### src/rtl/host_rd_pkg.sv
// Shared types and widths for the host-side readout sequencer.
package host_rd_pkg;

    localparam int HDATA_W = 24;
    localparam int NHIT_W  = 9;
    localparam int ADDR_W  = 8;

    typedef enum logic [2:0] {
        S_IDLE,
        S_PULSE,
        S_WAIT_HI,
        S_WAIT_LO,
        S_FETCH,
        S_SEND,
        S_FIN
    } state_t;

endpackage

### src/rtl/host_reader_if.sv
// Valid/ready word stream carrying buffer words out of host_reader.
interface host_reader_if;
    import host_rd_pkg::*;

    logic [HDATA_W-1:0] data;
    logic               valid;
    logic               ready;
    logic               last;

    modport master (output data, output valid, output last, input ready);
    modport slave  (input data, input valid, input last, output ready);

endinterface

### src/rtl/host_reader_wait_timer.sv
// Timeout counter for the BUSY waits: cleared by clr, saturates at TMO-1.
module wait_timer #(
    parameter int TMO = 4096
) (
    input  logic clk,
    input  logic rst_n,
    input  logic clr,
    output logic expired
);
    localparam int CW = (TMO > 1) ? $clog2(TMO) : 1;

    logic [CW-1:0] cnt;

    assign expired = (cnt == CW'(TMO - 1));

    // NOTE: sequential state uses non-blocking assignments so every flop samples pre-edge values.
    always_ff @(posedge clk or negedge rst_n) begin
        if (!rst_n)
            cnt <= '0;
        else if (clr)
            cnt <= '0;
        else if (!expired)
            cnt <= cnt + 1'b1;
    end

endmodule

### src/rtl/host_reader.sv
// Host-side sequencer: triggers one scan on readout_1, waits on BUSY, then
// streams the event's buffer words out with LAST on the final word.
module host_reader
    import host_rd_pkg::*;
#(
    parameter int START_W = 2,
    parameter int RD_LAT  = 1,
    parameter int DEPTH   = 256,
    parameter int TMO     = 4096
) (
    input  logic                clk,
    input  logic                rst_n,
    input  logic                trig,
    output logic                start,
    output logic                sel,
    output logic [ADDR_W-1:0]   haddr,
    input  logic                busy,
    input  logic [NHIT_W-1:0]   hnhit,
    input  logic [HDATA_W-1:0]  hdata,
    host_reader_if.master       strm,
    output logic [NHIT_W-1:0]   evt_nhit,
    output logic                ovfl,
    output logic                done,
    output logic                tmo_err
);
    localparam int PW = (START_W > 1) ? $clog2(START_W) : 1;
    localparam int LW = (RD_LAT > 1) ? $clog2(RD_LAT) : 1;
    localparam logic [NHIT_W-1:0] DEPTH_N = NHIT_W'(DEPTH);

    state_t            state;
    logic [PW-1:0]     pulse_cnt;
    logic [LW-1:0]     lat_cnt;
    logic [NHIT_W-1:0] n_rd;
    logic              tmr_clr;
    logic              tmr_expired;

    // The timer restarts on entry to each BUSY wait, including WAIT_HI -> WAIT_LO.
    assign tmr_clr = !((state == S_WAIT_HI) || (state == S_WAIT_LO))
                   || ((state == S_WAIT_HI) && busy);

    wait_timer #(.TMO(TMO)) u_timer (
        .clk     (clk),
        .rst_n   (rst_n),
        .clr     (tmr_clr),
        .expired (tmr_expired)
    );

    // NOTE: every output is a flop cleared by the async reset, so a mid-event reset drops SEL/VALID at once.
    always_ff @(posedge clk or negedge rst_n) begin
        if (!rst_n) begin
            state       <= S_IDLE;
            start       <= 1'b0;
            sel         <= 1'b0;
            haddr       <= '0;
            n_rd        <= '0;
            pulse_cnt   <= '0;
            lat_cnt     <= '0;
            evt_nhit    <= '0;
            ovfl        <= 1'b0;
            done        <= 1'b0;
            tmo_err     <= 1'b0;
            strm.data   <= '0;
            strm.valid  <= 1'b0;
            strm.last   <= 1'b0;
        end else begin
            done <= 1'b0;
            unique case (state)
                S_IDLE: if (trig) begin
                    state     <= S_PULSE;
                    start     <= 1'b1;
                    sel       <= 1'b1;
                    pulse_cnt <= '0;
                    ovfl      <= 1'b0;
                    tmo_err   <= 1'b0;
                end
                S_PULSE: begin
                    if (pulse_cnt == PW'(START_W - 1)) begin
                        start <= 1'b0;
                        state <= S_WAIT_HI;
                    end else begin
                        pulse_cnt <= pulse_cnt + 1'b1;
                    end
                end
                S_WAIT_HI: begin
                    if (busy) begin
                        state <= S_WAIT_LO;
                    end else if (tmr_expired) begin
                        tmo_err <= 1'b1;
                        sel     <= 1'b0;
                        done    <= 1'b1;
                        state   <= S_FIN;
                    end
                end
                S_WAIT_LO: begin
                    if (!busy) begin
                        evt_nhit <= hnhit;
                        n_rd     <= (hnhit > DEPTH_N) ? DEPTH_N : hnhit;
                        ovfl     <= (hnhit > DEPTH_N);
                        haddr    <= '0;
                        lat_cnt  <= '0;
                        if (hnhit == '0) begin
                            sel   <= 1'b0;
                            done  <= 1'b1;
                            state <= S_FIN;
                        end else begin
                            state <= S_FETCH;
                        end
                    end else if (tmr_expired) begin
                        tmo_err <= 1'b1;
                        sel     <= 1'b0;
                        done    <= 1'b1;
                        state   <= S_FIN;
                    end
                end
                S_FETCH: begin
                    if (lat_cnt == LW'(RD_LAT - 1)) begin
                        strm.data  <= hdata;
                        strm.valid <= 1'b1;
                        strm.last  <= ({1'b0, haddr} == n_rd - NHIT_W'(1));
                        state      <= S_SEND;
                    end else begin
                        lat_cnt <= lat_cnt + 1'b1;
                    end
                end
                S_SEND: if (strm.ready) begin
                    strm.valid <= 1'b0;
                    strm.last  <= 1'b0;
                    if (strm.last) begin
                        sel   <= 1'b0;
                        done  <= 1'b1;
                        state <= S_FIN;
                    end else begin
                        haddr   <= haddr + 1'b1;
                        lat_cnt <= '0;
                        state   <= S_FETCH;
                    end
                end
                S_FIN:   state <= S_IDLE;
                default: state <= S_IDLE;
            endcase
        end
    end

endmodule

### src/flat_wrapper.sv
// flat-port wrapper written by rule: the top's interface ports become plain ports
module host_reader_flat import host_rd_pkg::*;
#(
    parameter int START_W = 2,
    parameter int RD_LAT  = 1,
    parameter int DEPTH   = 256,
    parameter int TMO     = 4096
)
  (clk, rst_n, trig, start, sel, haddr, busy, hnhit, hdata, evt_nhit, ovfl, done, tmo_err, strm_data, strm_valid, strm_last, strm_ready);
  host_reader_if strm_i ();
  input  logic clk;
  input  logic rst_n;
  input  logic trig;
  output logic start;
  output logic sel;
  output logic [ADDR_W-1:0] haddr;
  input  logic busy;
  input  logic [NHIT_W-1:0] hnhit;
  input  logic [HDATA_W-1:0] hdata;
  output logic [NHIT_W-1:0] evt_nhit;
  output logic ovfl;
  output logic done;
  output logic tmo_err;
  output wire logic [$bits(strm_i.data)-1:0] strm_data;
  output wire logic [$bits(strm_i.valid)-1:0] strm_valid;
  output wire logic [$bits(strm_i.last)-1:0] strm_last;
  input wire logic [$bits(strm_i.ready)-1:0] strm_ready;
  assign strm_data = strm_i.data;
  assign strm_valid = strm_i.valid;
  assign strm_last = strm_i.last;
  assign strm_i.ready = strm_ready;
  host_reader #(.START_W(START_W), .RD_LAT(RD_LAT), .DEPTH(DEPTH), .TMO(TMO)) u_core (.clk(clk), .rst_n(rst_n), .trig(trig), .start(start), .sel(sel), .haddr(haddr), .busy(busy), .hnhit(hnhit), .hdata(hdata), .strm(strm_i), .evt_nhit(evt_nhit), .ovfl(ovfl), .done(done), .tmo_err(tmo_err));
endmodule
### config.mk
export PLATFORM = sky130hd
export DESIGN_NAME = host_reader_flat
export DESIGN_NICKNAME = d
export VERILOG_FILES = /design/src/rtl/host_rd_pkg.sv /design/src/rtl/host_reader_if.sv /design/src/rtl/host_reader_wait_timer.sv /design/src/rtl/host_reader.sv /design/src/flat_wrapper.sv
export SDC_FILE = /design/constraint.sdc
export NUM_CORES = 1
export LEC_CHECK = 0
export ABC_AREA = 0
export CAP_MARGIN = 20
export CORE_ASPECT_RATIO = 0.75
export CORE_MARGIN = 2
export CORE_UTILIZATION = 30
export DETAILED_ROUTE_END_ITERATION = 8
export SYNTH_ARGS = -nofsm -noshare
export SYNTH_HDL_FRONTEND = slang
export SYNTH_SLANG_ARGS = --single-unit
### constraint.sdc
create_clock -name clk -period 2.5 [get_ports clk]
set_input_delay 0.25 -clock clk [delete_from_list [all_inputs] [get_ports clk]]
set_output_delay 0.25 -clock clk [all_outputs]
set_load 0.02 [all_outputs]
---- Yosys cells after proc, flatten, opt, wreduce, memory -nomap -nowiden ----
Index checks and enable logic that the tools add are counted.
operators by class
  order comparisons ....................... 1
  mux-type cells .......................... 53
  equal/unequal tests ..................... 18
  reductions and logical operators ........ 24
  $add $sub $neg .......................... 5
  shift-type cells ........................ 0
  bitwise logic cells ..................... 2
  multiply operators ...................... 0
  divide/modulo/power cells ............... 0
operators with widths
  kind                                                  count
  2-to-1 mux 1 bit                                      27
  2-to-1 mux 12 bit                                     2
  2-to-1 mux 8 bit                                      3
  2-to-1 mux 3 bit                                      7
  one-hot mux 3 bit (6 select lines)                    1
  one-hot mux 8 bit (2 select lines)                    1
  AND reduction 4 bit                                   4
  != test 2 bit (second input constant)                 7
  adder 12 x 1 -> 12 bit (second input constant)        1
  equality test 12 bit (second input constant)          1
  one-hot mux 1 bit (2 select lines)                    5
  equality test 8 x 9 -> 1 bit                          1
  > comparator 9 bit (second input constant)            1
  zero test 9 bit                                       1
  2-to-1 mux 9 bit                                      1
  one-hot mux 1 bit (3 select lines)                    3
  AND reduction 3 bit                                   3
  subtractor 9 x 1 -> 9 bit (second input constant)     1
  adder 8 x 1 -> 8 bit (second input constant)          1
  nonzero test 2 bit                                    4
  equality test 3 x 2 -> 1 bit (second input constant)  2
  equality test 3 bit (second input constant)           2
  != test 2 x 1 -> 1 bit (second input constant)        3
  AND reduction 2 bit                                   3
  other kinds (13)                                      18
storage, ports and cells
  bits in read-only memories .............. 0
  memories kept ........................... 0
  flip-flop bits (word level) ............. 74
  latch bits .............................. 0
  memory bits (writable) .................. 0
  input port bits ......................... 38

---- Longest topological paths before layout ----
  depth in word-level cells ............... 5
  depth in mapped cells ................... 7
  gate-level depth less buffers ........... 7

---- By module ----
A second synthesis with hierarchy kept.
unflattened totals
  cell total of the unflattened synthesis .. 352
  area, all modules ....................... 3,577.2 sq um
by module, submodules not included
  module       cells each  times used  area an instance (sq um)  sequential area each (sq um)
  host_reader  284         1           2,915.3                   1,526.5
  wait_timer   68          1           661.9                     300.3

---- Worst setup path before layout ----
No wires, ideal clock.
  kind .................................... register to register
  start point ............................. register u_core.u_timer.cnt[0]
  end point ............................... register u_core.state[2]
  library setup time ...................... 74 ps
  stages on the path, launching flop included .. 7
  buffers on the path ..................... 1
  required time ........................... 2,426 ps
  path slack .............................. 721 ps
  arrival time ............................ 1,705 ps
  path through ............................ dfrtp_1 -> ha_1 -> nand4_1 -> or3b_1 -> buf_6 -> maj3_2 -> o21ai_2
on the way
  cells in the longest elaborated chain, start to end .. 4
  elaborated cells on any way between the ends .. 5
  those cells by class .................... 1 x eq/ne; 4 x mux
RTL lines
  element                               RTL line                      RTL
  start, declared                       host_reader_wait_timer.sv:12  logic [CW-1:0] cnt;
  start signal, assigned                host_reader_wait_timer.sv:23  cnt <= cnt + 1'b1;
  equality test 12 bit *                host_reader_wait_timer.sv:14  assign expired = (cnt == CW'(TMO - 1));
  2-to-1 mux 3 bit *                    -
  2-to-1 mux 3 bit (on tied branches)   -
  one-hot mux 3 bit (6 select lines) *  -
  end signal, assigned                  host_reader.sv:51             state <= S_IDLE;
  end signal, assigned                  host_reader.sv:69             state <= S_PULSE;
  end signal, assigned                  host_reader.sv:79             state <= S_WAIT_HI;
  end, declared                         host_reader.sv:30             state_t state;
Every way passes the cells marked *; elsewhere a longest branch is shown, timed or not.
A chain may end at the register's enable or synchronous reset.

---- Worst setup path after layout ----
  start point ............................. register u_core.u_timer.cnt[0]
  end point ............................... register u_core.u_timer.cnt[4]
on the way
  cells in the longest elaborated chain, start to end .. 3
  elaborated cells on any way between the ends .. 5
  those cells by class .................... 1 x add/sub; 2 x eq/ne; 2 x mux
RTL lines
  element                 RTL line                      RTL
  adder 12 x 1 -> 12 bit  host_reader_wait_timer.sv:23
  2-to-1 mux 12 bit       host_reader_wait_timer.sv:22  else if (!expired)
  2-to-1 mux 12 bit       host_reader_wait_timer.sv:20  else if (clr)
Parallel ways exist; a longest one is shown, timed or not. The select of a mux whose other input is x is not followed.

==> key figures <==
Worst setup path
  – CP Buf/Inv Count: 0
  – CP arrival: 2.28 ns
  – Crit. path cell count: 6
  – CP Cell Sequence: ha_1 -> nand4_1 -> or3b_1 -> and4_2 -> xnor2_1 -> nor2_1
  – Worst setup path startpoint: u_core.u_timer.cnt[0]
  – Worst EP required: 2.70 ns
  – CP Max Fanout: 12
  – Crit path capture type: flip-flop
  – CP top delay family: simple AND/OR/NAND/NOR gates
  – Critical-path top delay cell: or3b_1
  – Worst R2R Setup Slack: ~0.43 ns
  – Reg-to-Reg End: u_core.u_timer.cnt[4]
  – Reg2reg path depth: 6
  – R2R Path Start: u_core.u_timer.cnt[0]
  – Worst Setup EP: u_core.u_timer.cnt[4]
  – Critical Path Source Type: flip-flop
  – Crit Path Category: flip-flop to flip-flop
  – CP max stage delay: about 0.61 ns

Logic synthesis
  – Post-synth EDFFs: 0
  – Syn Area/Cell: 10.4 sq um
  – Post-Syn Instances: between 300 and 400
  – Synth warnings: 0
  – Area contributors post-synth: dfrtp_1 (52%), mux2_2 (7.7%), nand2_1 (6.5%), xor2_1 (3.7%), nor2_1 (3.1%)
  – Distinct cells, synth: 53
  – Register area share after synthesis: 51.8%
  – Top cell type's share of synthesized area: about 52%
  – #FFs+latches synth: 73
  – Mapped Nets: 382
  – Leading area contributor after synthesis: dfrtp_1
  – Fraction of registers with async set/reset: between 90% and 100%
  – Mapped cell area: roughly 0.0035 sq mm
  – Primary FF master, synth: dfrtp_1

Route
  – Routed via count: between 2,000 and 3,000
  – Antenna-violating nets left: 0
  – DRC: 0
  – Initial DRC count: about 140
  – Routed wire length: between 8 and 9 mm
  – WL/cell: between 10 and 15 microns
  – Vias per inst: 4.70
  – Detailed Routing Iterations Pass 1: 4

Power and ir drop
  – Clock Power Share: between 20% and 30%
  – Leak: between 2 and 2.5 nW
  – Share of power burned in registers: 34.4%
  – Power Internal: 0.00370 W
  – Worst vdd ir: about 0.00047 V
  – Sw frac: 36.2%
  – Sw Pwr: ~0.0021 W
  – Gate power share: 41.4%
  – Pwr per Cell Area: approximately 1200 mW/mm^2

Placement
  – Cells after DPL: roughly 580
  – Hpwl dp: 5.63 mm
  – DP Worst Slack: between 0.4 and 0.5 ns
  – RD Place Congestion: between 0.8 and 0.9
  – # port buffers: 85

STA
  – RSZ-0062 raised after global routing: false
  – Period utilisation layout: 83.0%
  – Worst Skew: approximately 0.0085 ns
  – Max Fclk: 0.482 GHz
  – Tmin final: between 2 and 2.5 ns
  – Final Hold Vio Count: 0
  – Worst slew margin: between 30 and 40%
  – Final setup violation count: 0
  – Setup TNS: 0 ns
  – Max-slew violations: 0
  – Slew @ Worst Pin: 0.945 ns
  – Final WS setup: 0.425 ns

Global routing
  – Busiest layer in global routing: met2
  – Largest net degree at the start of global routing: 74
  – First-pass GRT wire length: between 10 and 15 mm
  – GR Util met1: between 10% and 20%
  – Met3 usage in global routing: 6.52%
  – Grt met2 use: 19.6%
  – Vias in the first global route: ~2,700
  – Total Routing Usage GR: between 10% and 20%
  – Antenna violations before repair: 0
  – Grt total ovfl: 0

Clock tree
  – CTS tree: done
  – CTS root buf: clkbuf_16
  – CTS hold repair buffers: 0
  – Clk pin slew, worst setup/hold paths: 0.06 ns
  – H-tree depth: 3
  – Clock sinks: 73
  – Max clock buf depth: 2
  – Num CTS Buffers: 9
  – CTS resizes: 0
  – Skew-Pair Late Insertion Delay: 0.34 ns
  – Setup Buffers After CTS: 0

Final layout
  – Layout area overhead: 38.0%
  – Share of layout cells above drive strength 1: 13.0%
  – Final nets: 468
  – Commonest non-fill, non-tap cell in the layout: clkdlybuf4s50_1
  – Commonest non-fill, non-tap cells in the layout: clkdlybuf4s50_1 (84), dfrtp_1 (73), nand2_1 (61)
  – Final-layout fill cell count: between 1,000 and 1,500
  – Util after Layout: a little over two fifths
  – Area of the multi-input gates: around 0.0016 sq mm
  – Antenna fix cells: 0
  – Post-Layout Cell Count: between 500 and 600
  – Register area: ~0.0018 sq mm

Floorplan
  – Initial Util: between 30% and 40%
  – DIE AREA: between 0.01 and 0.015 sq mm
  – Core footprint: between 0.01 and 0.015 sq mm
  – I/O Pins: 86
  – Die width: ~130 microns
  – Cell Rows: 34
  – Die Y: roughly 98 microns

Hold path
  – Min-Delay Path Class: input port to asynchronous set/reset pin

Flow run
  – Max Cap Viol: 0

Outcome
  – Status: finished clean
state kept, by name, indices dropped and copies added, names as in the netlist:
signal              cells
u_core.evt_nhit         9
u_core.done             1
u_core.ovfl             1
u_core.tmo_err          1
u_core.haddr            8
u_core.n_rd             9
u_core.start            1
u_core.pulse_cnt        1
u_core.state            3
u_core.sel              1
u_core.strm.valid       1
u_core.u_timer.cnt     12
u_core.strm.last        1
u_core.strm.data       24
metal layers:
layer,wire (microns),up-vias
li1,-,1356
met1,3900,1321
met2,3410,102
met3,646,11
met4,119,0
met5,0,-
cells by family after synthesis:
logic type | share of synthesized area (%)
simple gates | 21.6
flops | 51.8
compound gates | 7.52
mux | 9.07
xor+xnor | 6.20
buf+inv | 2.52
fa+ha+maj | 1.38
area by class of cell:
type	instances	area share [%]
clock buffers	9	4.62
clock inverters	7	2.05
inverters	5	0.385
multi-input cells	249	33.3
flip-flops and latches	73	37.5
well taps	162	4.16
repair buffers	89	18.0
worst min-delay path by stage:
stage / from / to / slack (ns)
global route: rst_n / u_core.evt_nhit[6] / 0.15
detailed placement: rst_n / u_core.evt_nhit[6] / 0.47
floorplan: rst_n / u_core.done / -0.05
CTS: rst_n / u_core.evt_nhit[0] / 0.10
global placement: rst_n / u_core.evt_nhit[4] / 0.46
finish: rst_n / u_core.evt_nhit[1] / 0.06
Yosys cell counts, types with 2 or more instances:
library cell / instances
dfrtp_1: 73
nand2_1: 61
nor2_1: 29
mux2_2: 24
xor2_1: 15
xnor2_1: 10
clkbuf_1: 9
nand3b_1: 9
o21ai_0: 9
nand3_1: 8
nand4_1: 8
nor3_1: 8
a21oi_1: 6
nor2b_1: 6
inv_1: 5
mux2i_1: 5
nand2b_1: 5
a31oi_1: 3
ha_1: 3
a211oi_1: 2
a21o_1: 2
a22o_1: 2
and3_1: 2
and4_2: 2
buf_2: 2
buf_4: 2
nor3b_1: 2
nor4_1: 2
o211ai_1: 2
o2bb2ai_1: 2
through the flow:
step,instance area [sq um],power (W),hold slack (ns)
6_report,4870,0.00579,0.0631
5_1_grt,4870,0.00619,0.146
4_1_cts,4870,0.00588,0.104
3_5_place_dp,4550,0.00443,0.467
3_3_place_gp,4550,0.00438,0.459
2_1_floorplan,3530,0.00344,-0.0456
power groups by stage:
stage	combinational (W)	clock, W	sequential [W]
2_1_floorplan	0.00119	0	0.00225
3_3_place_gp	0.00239	0	0.00199
3_5_place_dp	0.00242	0	0.00201
4_1_cts	0.00243	0.00146	0.00199
5_1_grt	0.00263	0.00150	0.00206
6_report	0.00240	0.00140	0.00199
Note: power is estimated with default switching activity, not from simulation.
